## src/rtl/uart_pkg.sv

```systemverilog
// Shared types and helpers for the UART loopback: baud divisor, parity modes,
// FSM state encoding and parity computation.
package uart_pkg;

  localparam int PAR_NONE = 0;
  localparam int PAR_ODD  = 1;
  localparam int PAR_EVEN = 2;

  typedef enum logic [2:0] {
    ST_IDLE,
    ST_START,
    ST_DATA,
    ST_PARITY,
    ST_STOP
  } uart_state_t;

  function automatic int calc_baud_div(input int clk_freq, input int baud);
    return clk_freq / baud;
  endfunction

  // Unused upper data bits are zero, so reducing over all 8 bits is safe.
  function automatic logic calc_parity(input logic [7:0] data, input int mode);
    logic p;
    p = ^data;
    case (mode)
      PAR_ODD:  return ~p;
      PAR_EVEN: return p;
      default:  return 1'b0;
    endcase
  endfunction

endpackage

```

## src/rtl/uart_sync_fifo.sv

```systemverilog
// Synchronous FIFO with registered occupancy; a push while full is ignored
// unless a pop happens in the same cycle.
module uart_sync_fifo #(
  parameter int WIDTH = 8,
  parameter int DEPTH = 16
) (
  input  logic                           sys_clk,
  input  logic                           sys_rst_n,
  input  logic                           push,
  input  logic [WIDTH-1:0]               wr_data,
  input  logic                           pop,
  output logic [WIDTH-1:0]               rd_data,
  output logic                           full,
  output logic                           empty,
  output logic [$clog2(DEPTH+1)-1:0]     count
);

  localparam int PTR_W = $clog2(DEPTH);
  localparam int CNT_W = $clog2(DEPTH+1);

  logic [WIDTH-1:0] mem [DEPTH];
  logic [PTR_W-1:0] wr_ptr;
  logic [PTR_W-1:0] rd_ptr;
  logic             do_push;
  logic             do_pop;

  assign full    = (count == CNT_W'(DEPTH));
  assign empty   = (count == '0);
  assign do_pop  = pop & ~empty;
  assign do_push = push & (~full | do_pop);
  assign rd_data = mem[rd_ptr];

  always_ff @(posedge sys_clk) begin
    if (do_push) mem[wr_ptr] <= wr_data;
  end

  always_ff @(posedge sys_clk or negedge sys_rst_n) begin
    if (!sys_rst_n) begin
      wr_ptr <= '0;
      rd_ptr <= '0;
      count  <= '0;
    end else begin
      if (do_push) wr_ptr <= wr_ptr + PTR_W'(1);
      if (do_pop)  rd_ptr <= rd_ptr + PTR_W'(1);
      count <= count + CNT_W'(do_push) - CNT_W'(do_pop);
    end
  end

endmodule

```

## src/rtl/uart_fifo_loopback.sv

```systemverilog
// UART receiver -> FIFO -> UART transmitter echo path with parity, error
// flags and a transmit pause.
//
// state  | meaning
// IDLE   | line idle; RX waits for a falling edge, TX waits for data
// START  | start bit (RX checks it at mid-bit to reject glitches)
// DATA   | payload bits, LSB first
// PARITY | parity bit, only when parity is enabled
// STOP   | stop bit; RX evaluates the frame at mid-bit
module uart_fifo_loopback
  import uart_pkg::*;
#(
  parameter int CLK_FREQ   = 50_000_000,
  parameter int BAUD       = 115_200,
  parameter int DATA_BITS  = 8,
  parameter int PARITY     = PAR_NONE,
  parameter int FIFO_DEPTH = 16
) (
  input  logic                              sys_clk,
  input  logic                              sys_rst_n,
  input  logic                              rx_data,
  output logic                              tx_data,
  input  logic                              tx_pause,
  output logic                              tx_busy,
  output logic                              rx_done,
  output logic                              frame_err,
  output logic                              parity_err,
  output logic                              overflow,
  output logic [$clog2(FIFO_DEPTH+1)-1:0]   fifo_count
);

  localparam int               BAUD_DIV = calc_baud_div(CLK_FREQ, BAUD);
  localparam int               CNT_W    = $clog2(BAUD_DIV);
  localparam logic [CNT_W-1:0] DIV_LAST = CNT_W'(BAUD_DIV - 1);
  localparam logic [CNT_W-1:0] DIV_HALF = CNT_W'(BAUD_DIV / 2);
  localparam logic [2:0]       LAST_BIT = 3'(DATA_BITS - 1);
  localparam logic             HAS_PAR  = (PARITY != PAR_NONE);

  logic rx_meta, rx_sync, rx_prev;

  uart_state_t          rx_state, rx_state_d;
  logic [CNT_W-1:0]     rx_cnt, rx_cnt_d;
  logic [2:0]           rx_bit, rx_bit_d;
  logic [DATA_BITS-1:0] rx_shift, rx_shift_d;
  logic                 rx_par, rx_par_d;
  logic                 rx_done_d, frame_err_d, parity_err_d;

  uart_state_t          tx_state, tx_state_d;
  logic [CNT_W-1:0]     tx_cnt, tx_cnt_d;
  logic [2:0]           tx_bit, tx_bit_d;
  logic [DATA_BITS-1:0] tx_shift, tx_shift_d;
  logic                 tx_par, tx_par_d;
  logic                 tx_pop, tx_line, can_start;

  logic       fifo_full, fifo_empty;
  logic [7:0] fifo_rdata;

  always_ff @(posedge sys_clk or negedge sys_rst_n) begin
    if (!sys_rst_n) begin
      rx_meta <= 1'b1;
      rx_sync <= 1'b1;
      rx_prev <= 1'b1;
    end else begin
      rx_meta <= rx_data;
      rx_sync <= rx_meta;
      rx_prev <= rx_sync;
    end
  end

  always_ff @(posedge sys_clk or negedge sys_rst_n) begin
    if (!sys_rst_n) begin
      rx_state   <= ST_IDLE;
      rx_cnt     <= '0;
      rx_bit     <= '0;
      rx_shift   <= '0;
      rx_par     <= 1'b0;
      rx_done    <= 1'b0;
      frame_err  <= 1'b0;
      parity_err <= 1'b0;
    end else begin
      rx_state   <= rx_state_d;
      rx_cnt     <= rx_cnt_d;
      rx_bit     <= rx_bit_d;
      rx_shift   <= rx_shift_d;
      rx_par     <= rx_par_d;
      rx_done    <= rx_done_d;
      frame_err  <= frame_err_d;
      parity_err <= parity_err_d;
    end
  end

  always_comb begin
    rx_state_d   = rx_state;
    rx_cnt_d     = rx_cnt;
    rx_bit_d     = rx_bit;
    rx_shift_d   = rx_shift;
    rx_par_d     = rx_par;
    rx_done_d    = 1'b0;
    frame_err_d  = 1'b0;
    parity_err_d = 1'b0;
    if (rx_state != ST_IDLE && rx_cnt != '0) rx_cnt_d = rx_cnt - CNT_W'(1);
    case (rx_state)
      ST_IDLE: begin
        if (rx_prev && !rx_sync) begin
          rx_state_d = ST_START;
          rx_cnt_d   = DIV_HALF;
        end
      end
      ST_START: begin
        if (rx_cnt == '0) begin
          rx_state_d = rx_sync ? ST_IDLE : ST_DATA;
          rx_cnt_d   = DIV_LAST;
          rx_bit_d   = '0;
        end
      end
      ST_DATA: begin
        if (rx_cnt == '0) begin
          rx_shift_d = {rx_sync, rx_shift[DATA_BITS-1:1]};
          rx_cnt_d   = DIV_LAST;
          if (rx_bit == LAST_BIT) rx_state_d = HAS_PAR ? ST_PARITY : ST_STOP;
          else                    rx_bit_d   = rx_bit + 3'(1);
        end
      end
      ST_PARITY: begin
        if (rx_cnt == '0) begin
          rx_par_d   = rx_sync;
          rx_cnt_d   = DIV_LAST;
          rx_state_d = ST_STOP;
        end
      end
      ST_STOP: begin
        // Returning to IDLE at mid-stop lets the next start edge be caught.
        if (rx_cnt == '0) begin
          rx_state_d = ST_IDLE;
          if (!rx_sync) frame_err_d = 1'b1;
          else if (HAS_PAR && rx_par != calc_parity(8'(rx_shift), PARITY)) parity_err_d = 1'b1;
          else rx_done_d = 1'b1;
        end
      end
      default: rx_state_d = ST_IDLE;
    endcase
  end

  uart_sync_fifo #(
    .WIDTH (8),
    .DEPTH (FIFO_DEPTH)
  ) u_fifo (
    .sys_clk   (sys_clk),
    .sys_rst_n (sys_rst_n),
    .push      (rx_done),
    .wr_data   (8'(rx_shift)),
    .pop       (tx_pop),
    .rd_data   (fifo_rdata),
    .full      (fifo_full),
    .empty     (fifo_empty),
    .count     (fifo_count)
  );

  assign can_start = !fifo_empty && !tx_pause;

  always_ff @(posedge sys_clk or negedge sys_rst_n) begin
    if (!sys_rst_n) begin
      tx_state <= ST_IDLE;
      tx_cnt   <= '0;
      tx_bit   <= '0;
      tx_shift <= '0;
      tx_par   <= 1'b0;
    end else begin
      tx_state <= tx_state_d;
      tx_cnt   <= tx_cnt_d;
      tx_bit   <= tx_bit_d;
      tx_shift <= tx_shift_d;
      tx_par   <= tx_par_d;
    end
  end

  always_comb begin
    tx_state_d = tx_state;
    tx_cnt_d   = tx_cnt;
    tx_bit_d   = tx_bit;
    tx_shift_d = tx_shift;
    tx_par_d   = tx_par;
    tx_pop     = 1'b0;
    tx_line    = 1'b1;
    if (tx_state != ST_IDLE && tx_cnt != '0) tx_cnt_d = tx_cnt - CNT_W'(1);
    case (tx_state)
      ST_START:  tx_line = 1'b0;
      ST_DATA:   tx_line = tx_shift[0];
      ST_PARITY: tx_line = tx_par;
      default:   tx_line = 1'b1;
    endcase
    case (tx_state)
      ST_IDLE: begin
        if (can_start) begin
          tx_pop     = 1'b1;
          tx_state_d = ST_START;
          tx_cnt_d   = DIV_LAST;
          tx_shift_d = fifo_rdata[DATA_BITS-1:0];
          tx_par_d   = calc_parity(fifo_rdata, PARITY);
        end
      end
      ST_START: begin
        if (tx_cnt == '0) begin
          tx_state_d = ST_DATA;
          tx_cnt_d   = DIV_LAST;
          tx_bit_d   = '0;
        end
      end
      ST_DATA: begin
        if (tx_cnt == '0) begin
          tx_shift_d = tx_shift >> 1;
          tx_cnt_d   = DIV_LAST;
          if (tx_bit == LAST_BIT) tx_state_d = HAS_PAR ? ST_PARITY : ST_STOP;
          else                    tx_bit_d   = tx_bit + 3'(1);
        end
      end
      ST_PARITY: begin
        if (tx_cnt == '0) begin
          tx_state_d = ST_STOP;
          tx_cnt_d   = DIV_LAST;
        end
      end
      ST_STOP: begin
        if (tx_cnt == '0) begin
          if (can_start) begin
            tx_pop     = 1'b1;
            tx_state_d = ST_START;
            tx_cnt_d   = DIV_LAST;
            tx_shift_d = fifo_rdata[DATA_BITS-1:0];
            tx_par_d   = calc_parity(fifo_rdata, PARITY);
          end else begin
            tx_state_d = ST_IDLE;
          end
        end
      end
      default: tx_state_d = ST_IDLE;
    endcase
  end

  // Line and busy are registered one cycle behind the state so the wire
  // stays glitch-free; busy covers the pop through the last stop cycle.
  always_ff @(posedge sys_clk or negedge sys_rst_n) begin
    if (!sys_rst_n) begin
      tx_data  <= 1'b1;
      tx_busy  <= 1'b0;
      overflow <= 1'b0;
    end else begin
      tx_data  <= tx_line;
      tx_busy  <= (tx_state != ST_IDLE) || (tx_state_d != ST_IDLE);
      overflow <= rx_done && fifo_full && !tx_pop;
    end
  end

endmodule

```

## config.mk

```make
export PLATFORM = sky130hd
export DESIGN_NAME = uart_fifo_loopback
export DESIGN_NICKNAME = d
export VERILOG_FILES = /design/src/rtl/uart_pkg.sv /design/src/rtl/uart_sync_fifo.sv /design/src/rtl/uart_fifo_loopback.sv
export SDC_FILE = /design/constraint.sdc
export NUM_CORES = 1
export LEC_CHECK = 0
export BUFFER_PORTS_ARGS = -buffer_cell sky130_fd_sc_hd__buf_2
export CAP_MARGIN = 20
export CORE_MARGIN = 10
export CORE_UTILIZATION = 45
export DETAILED_ROUTE_END_ITERATION = 10
export GPL_TIMING_DRIVEN = 0
export PLACE_DENSITY = 0.66
export SLEW_MARGIN = 20
export SYNTH_ARGS = -nofsm -noshare
export SYNTH_HDL_FRONTEND = slang
export SYNTH_SLANG_ARGS = --single-unit
```

## constraint.sdc

```tcl
create_clock -name sys_clk -period 3.15 [get_ports sys_clk]
set_input_delay 0.63 -clock sys_clk [delete_from_list [all_inputs] [get_ports sys_clk]]
set_output_delay 0.63 -clock sys_clk [all_outputs]
set_load 0.01 [all_outputs]
```

==> impl_metrics.env <==
export IMPL_post_drt_wl_per_cell_um=18.4
export IMPL_critPathRequiredTime_ns=3.47
export IMPL_r2r_cells=16
export IMPL_place_inst=825
export IMPL_drt_pass1_iter_count=6
export IMPL_synth_seq_cells=195
export IMPL_r2r_slack_ns=0.21
export IMPL_coreArea_sq_mm=0.0181
export IMPL_final_common_cell="edfxtp_1"
export IMPL_clockRootBuffer="clkbuf_16"
export IMPL_fin_worst_skew_ns=0.0135
export IMPL_p_per_area_mw_per_mm2=755
export IMPL_ir_drop_mv=0.422
export IMPL_ys_types=68
export IMPL_cp_endpoint="u_fifo.count[4]"
export IMPL_synth_edff_count=128
export IMPL_setup_slack_ns=0.211
export IMPL_placed_area_sq_mm=0.00879
export IMPL_dpl_worst_slack_ns=-0.142
export IMPL_grt_overflow_total=0
export IMPL_gp_congestion=0.809
export IMPL_grtUsageTotal=0.135
export IMPL_numPortBuffers=13
export IMPL_grt_use_met3=0.0332
export IMPL_postCtsHoldBufs=0
export IMPL_maxCapViolations=0
export IMPL_timing_hold_ws_ns=0.0812
export IMPL_clock_sinks=195
export IMPL_antenna_cells=0
export IMPL_utilization=0.520
export IMPL_clock_fmax_ghz=0.340
export IMPL_fin_nets=642
export IMPL_rsz0062_at_grt="false"
export IMPL_ant_nets=0
export IMPL_synthesis_area_sq_mm=0.00838
export IMPL_r2r_end="u_fifo.count[4]"
export IMPL_critical_path_class="flip-flop to flip-flop"
export IMPL_path_clk_slew_ns=0.07
export IMPL_critPathArrivalTime_ns=3.26
export IMPL_clk_path_buf_depth=2
export IMPL_clk_latency_ns=0.44
export IMPL_fin_area_sq_mm=0.00944
export IMPL_startpoint_type="flip-flop"
export IMPL_ios=15
export IMPL_grt_pass1_wl_um=25500
export IMPL_via_count=4812
export IMPL_met2_usage=0.223
export IMPL_stdcell_count=861
export IMPL_post_route_drc_count=0
export IMPL_synthFlopType="edfxtp_1"
export IMPL_syn_nets=604
export IMPL_timing_rr_start="u_fifo.count[2]"
export IMPL_cts_inserted_buffers=17
export IMPL_worstSetupStartpoint="u_fifo.count[2]"
export IMPL_hp_class="primary input to asynchronous set/reset pin"
export IMPL_status="finished clean"
export IMPL_rows=49
export IMPL_grt_max_degree=47
export IMPL_grt_pass1_vias=4830
export IMPL_grt_busiest_layer="met2"
export IMPL_path_max_fanout=10
export IMPL_start_util=0.462
export IMPL_htreeDepth=4
export IMPL_finalWirelength_um=15900
export IMPL_leakagePower_nw=3.62
export IMPL_grtUsageMet1=0.167
export IMPL_cts_tree="done"
export IMPL_async_flop_share=0.344
export IMPL_tightest_slew_ns=1.16
export IMPL_mostFrequentLayoutCells="edfxtp_1 (128), dfrtp_1 (63), mux2i_1 (39)"
export IMPL_yosysSeqAreaShare=0.659
export IMPL_fin_crit_ns=2.94
export IMPL_antenna_found_initial=0
export IMPL_drv_slew=0
export IMPL_dp_hpwl_um=11200
export IMPL_dr_first_iter_drc_count=264
export IMPL_slew_headroom=0.224
export IMPL_drive_gt1_frac=0.160
export IMPL_min_period_over_period=0.933
export IMPL_finalSetupViolations=0
export IMPL_area_growth_pct=12.6
export IMPL_die_width_um=156
export IMPL_vias_per_cell=5.59
export IMPL_synth_area_per_cell_sq_um=14.4
export IMPL_setup_worst_path_end_class="flip-flop"
export IMPL_timing_final_hold_violations=0
export IMPL_design_die_area_sq_mm=0.0245
export IMPL_syn_inst=581
export IMPL_die_h_um=156
export IMPL_synth_warnings=0
[metrics by stage]
| stage | setup TNS [ns] | total power, mW |
|---|---|---|
| 4_1_cts | 0 | 7.14 |
| 2_1_floorplan | 0 | 4.51 |
| 6_report | 0 | 7.12 |
| 3_5_place_dp | -0.142 | 5.04 |
| 3_3_place_gp | -5.01 | 4.96 |
| 5_1_grt | 0 | 7.48 |
[kinds of logic (layout without fill, tap and decap cells)]
| family | count (synthesis) | in the layout | synth area share |
|---|---|---|---|
| muxes | 61 | 61 | 0.0855 |
| other | 1 | 1 | 0.000447 |
| AOI/OAI and AO/OA | 88 | 88 | 0.0758 |
| DFF | 195 | 195 | 0.659 |
| and+or+nand+nor | 150 | 150 | 0.103 |
| adders and majority gates | 19 | 19 | 0.0293 |
| xor gates and xnor gates | 22 | 22 | 0.0230 |
| buffers and inverters | 45 | 96 | 0.0234 |
[Yosys cell counts, drive strengths merged, types with 2 or more instances]
library cell,count,area [sq um]
nor4,4,46.3
clkbuf,10,37.5
ha,18,225
a21boi,2,15.0
o22ai,4,25.0
edfxtp,128,3840
mux2,15,169
nor2b,14,95.1
xor2,10,87.6
mux4,7,158
and2,13,81.3
buf,16,87.6
o21ai,9,45.0
a211oi,18,135
nand2b,6,37.5
a22o,10,87.6
a21oi,14,70.1
or4,2,15.0
nand4,3,18.8
nor3b,5,52.6
inv,19,71.3
a31oi,9,62.6
mux2i,39,390
nor4b,3,38.8
nor3,13,76.3
xnor2,12,105
nor2,33,126
nand3b,2,15.0
or3,4,25.0
a21o,3,22.5
a221oi,7,61.3
dfstp,4,105
nand2,31,119
o2111ai,5,43.8
dfrtp,63,1580
nand3,10,55.1
[repair_timing]
| item | 4_1_cts | 5_1_grt |
|---|---|---|
| pin swaps | 0 | 1 |
| setup endpoints to repair | 1 | 1 |
| setup buffers | 0 | 4 |
| endpoints found under the hold margin | 0 | 0 |
| resized for setup | 1 | 8 |
[routing by layer]
metal / wire length, um / vias up
met5: 0 / -
met3: 596 / 25
met4: 322 / 0
met1: 6980 / 2436
li1: - / 2257
met2: 7970 / 94
[power breakdown]
group	total (mW)	switching (mW)	internal, mW
Combinational	1.84	1.05	0.790
Sequential	3.16	0.227	2.93
Clock	2.12	0.944	1.17
Total	7.12	2.22	4.90
[final cells by class]
type	count	area [sq um]
Buffer	26	130
Clock buffer	20	468
Clock inverter	12	118
Fill cell	1517	8710
Inverter	19	71.3
Multi-Input combinational cell	341	2710
Sequential cell	195	5530
Tap cell	229	287
Timing Repair Buffer	19	130
[worst min path at each step]
stage,cells after the start,to,startpoint,slack (ns)
after floorplan,0,frame_err,sys_rst_n,0.33
after global placement,0,rx_sync,rx_meta,0.35
after detailed placement,0,rx_sync,rx_meta,0.35
after CTS,1,rx_cnt[4],sys_rst_n,0.07
after global routing,1,rx_cnt[4],sys_rst_n,0.08
final,1,rx_cnt[4],sys_rst_n,0.08
[registers in the layout, indices dropped and copies added (netlist names)]
| signal | flops |
|---|---|
| frame_err | 1 |
| overflow | 1 |
| rx_bit | 3 |
| rx_cnt | 9 |
| rx_done | 1 |
| rx_meta | 1 |
| rx_prev | 1 |
| rx_shift | 8 |
| rx_state | 3 |
| rx_sync | 1 |
| tx_bit | 3 |
| tx_busy | 1 |
| tx_cnt | 9 |
| tx_data | 1 |
| tx_shift | 8 |
| tx_state | 3 |
| u_fifo.count | 5 |
| u_fifo.mem | 128 |
| u_fifo.rd_ptr | 4 |
| u_fifo.wr_ptr | 4 |
[critical path, cell delays in order (launching register included)]
cell     delay (ns)
dfrtp_1        0.37
inv_1          0.07
ha_1           0.21
nor4b_1        0.16
or4_1          0.40
buf_4          0.18
o21ba_1        0.17
buf_4          0.18
nor2b_4        0.18
ha_4           0.15
inv_1          0.04
fa_2           0.34
inv_1          0.06
a21oi_1        0.05
nor2_1         0.10
nor2_1         0.06
xnor2_1        0.12
No activity file was read; power rests on OpenSTA's default activity.
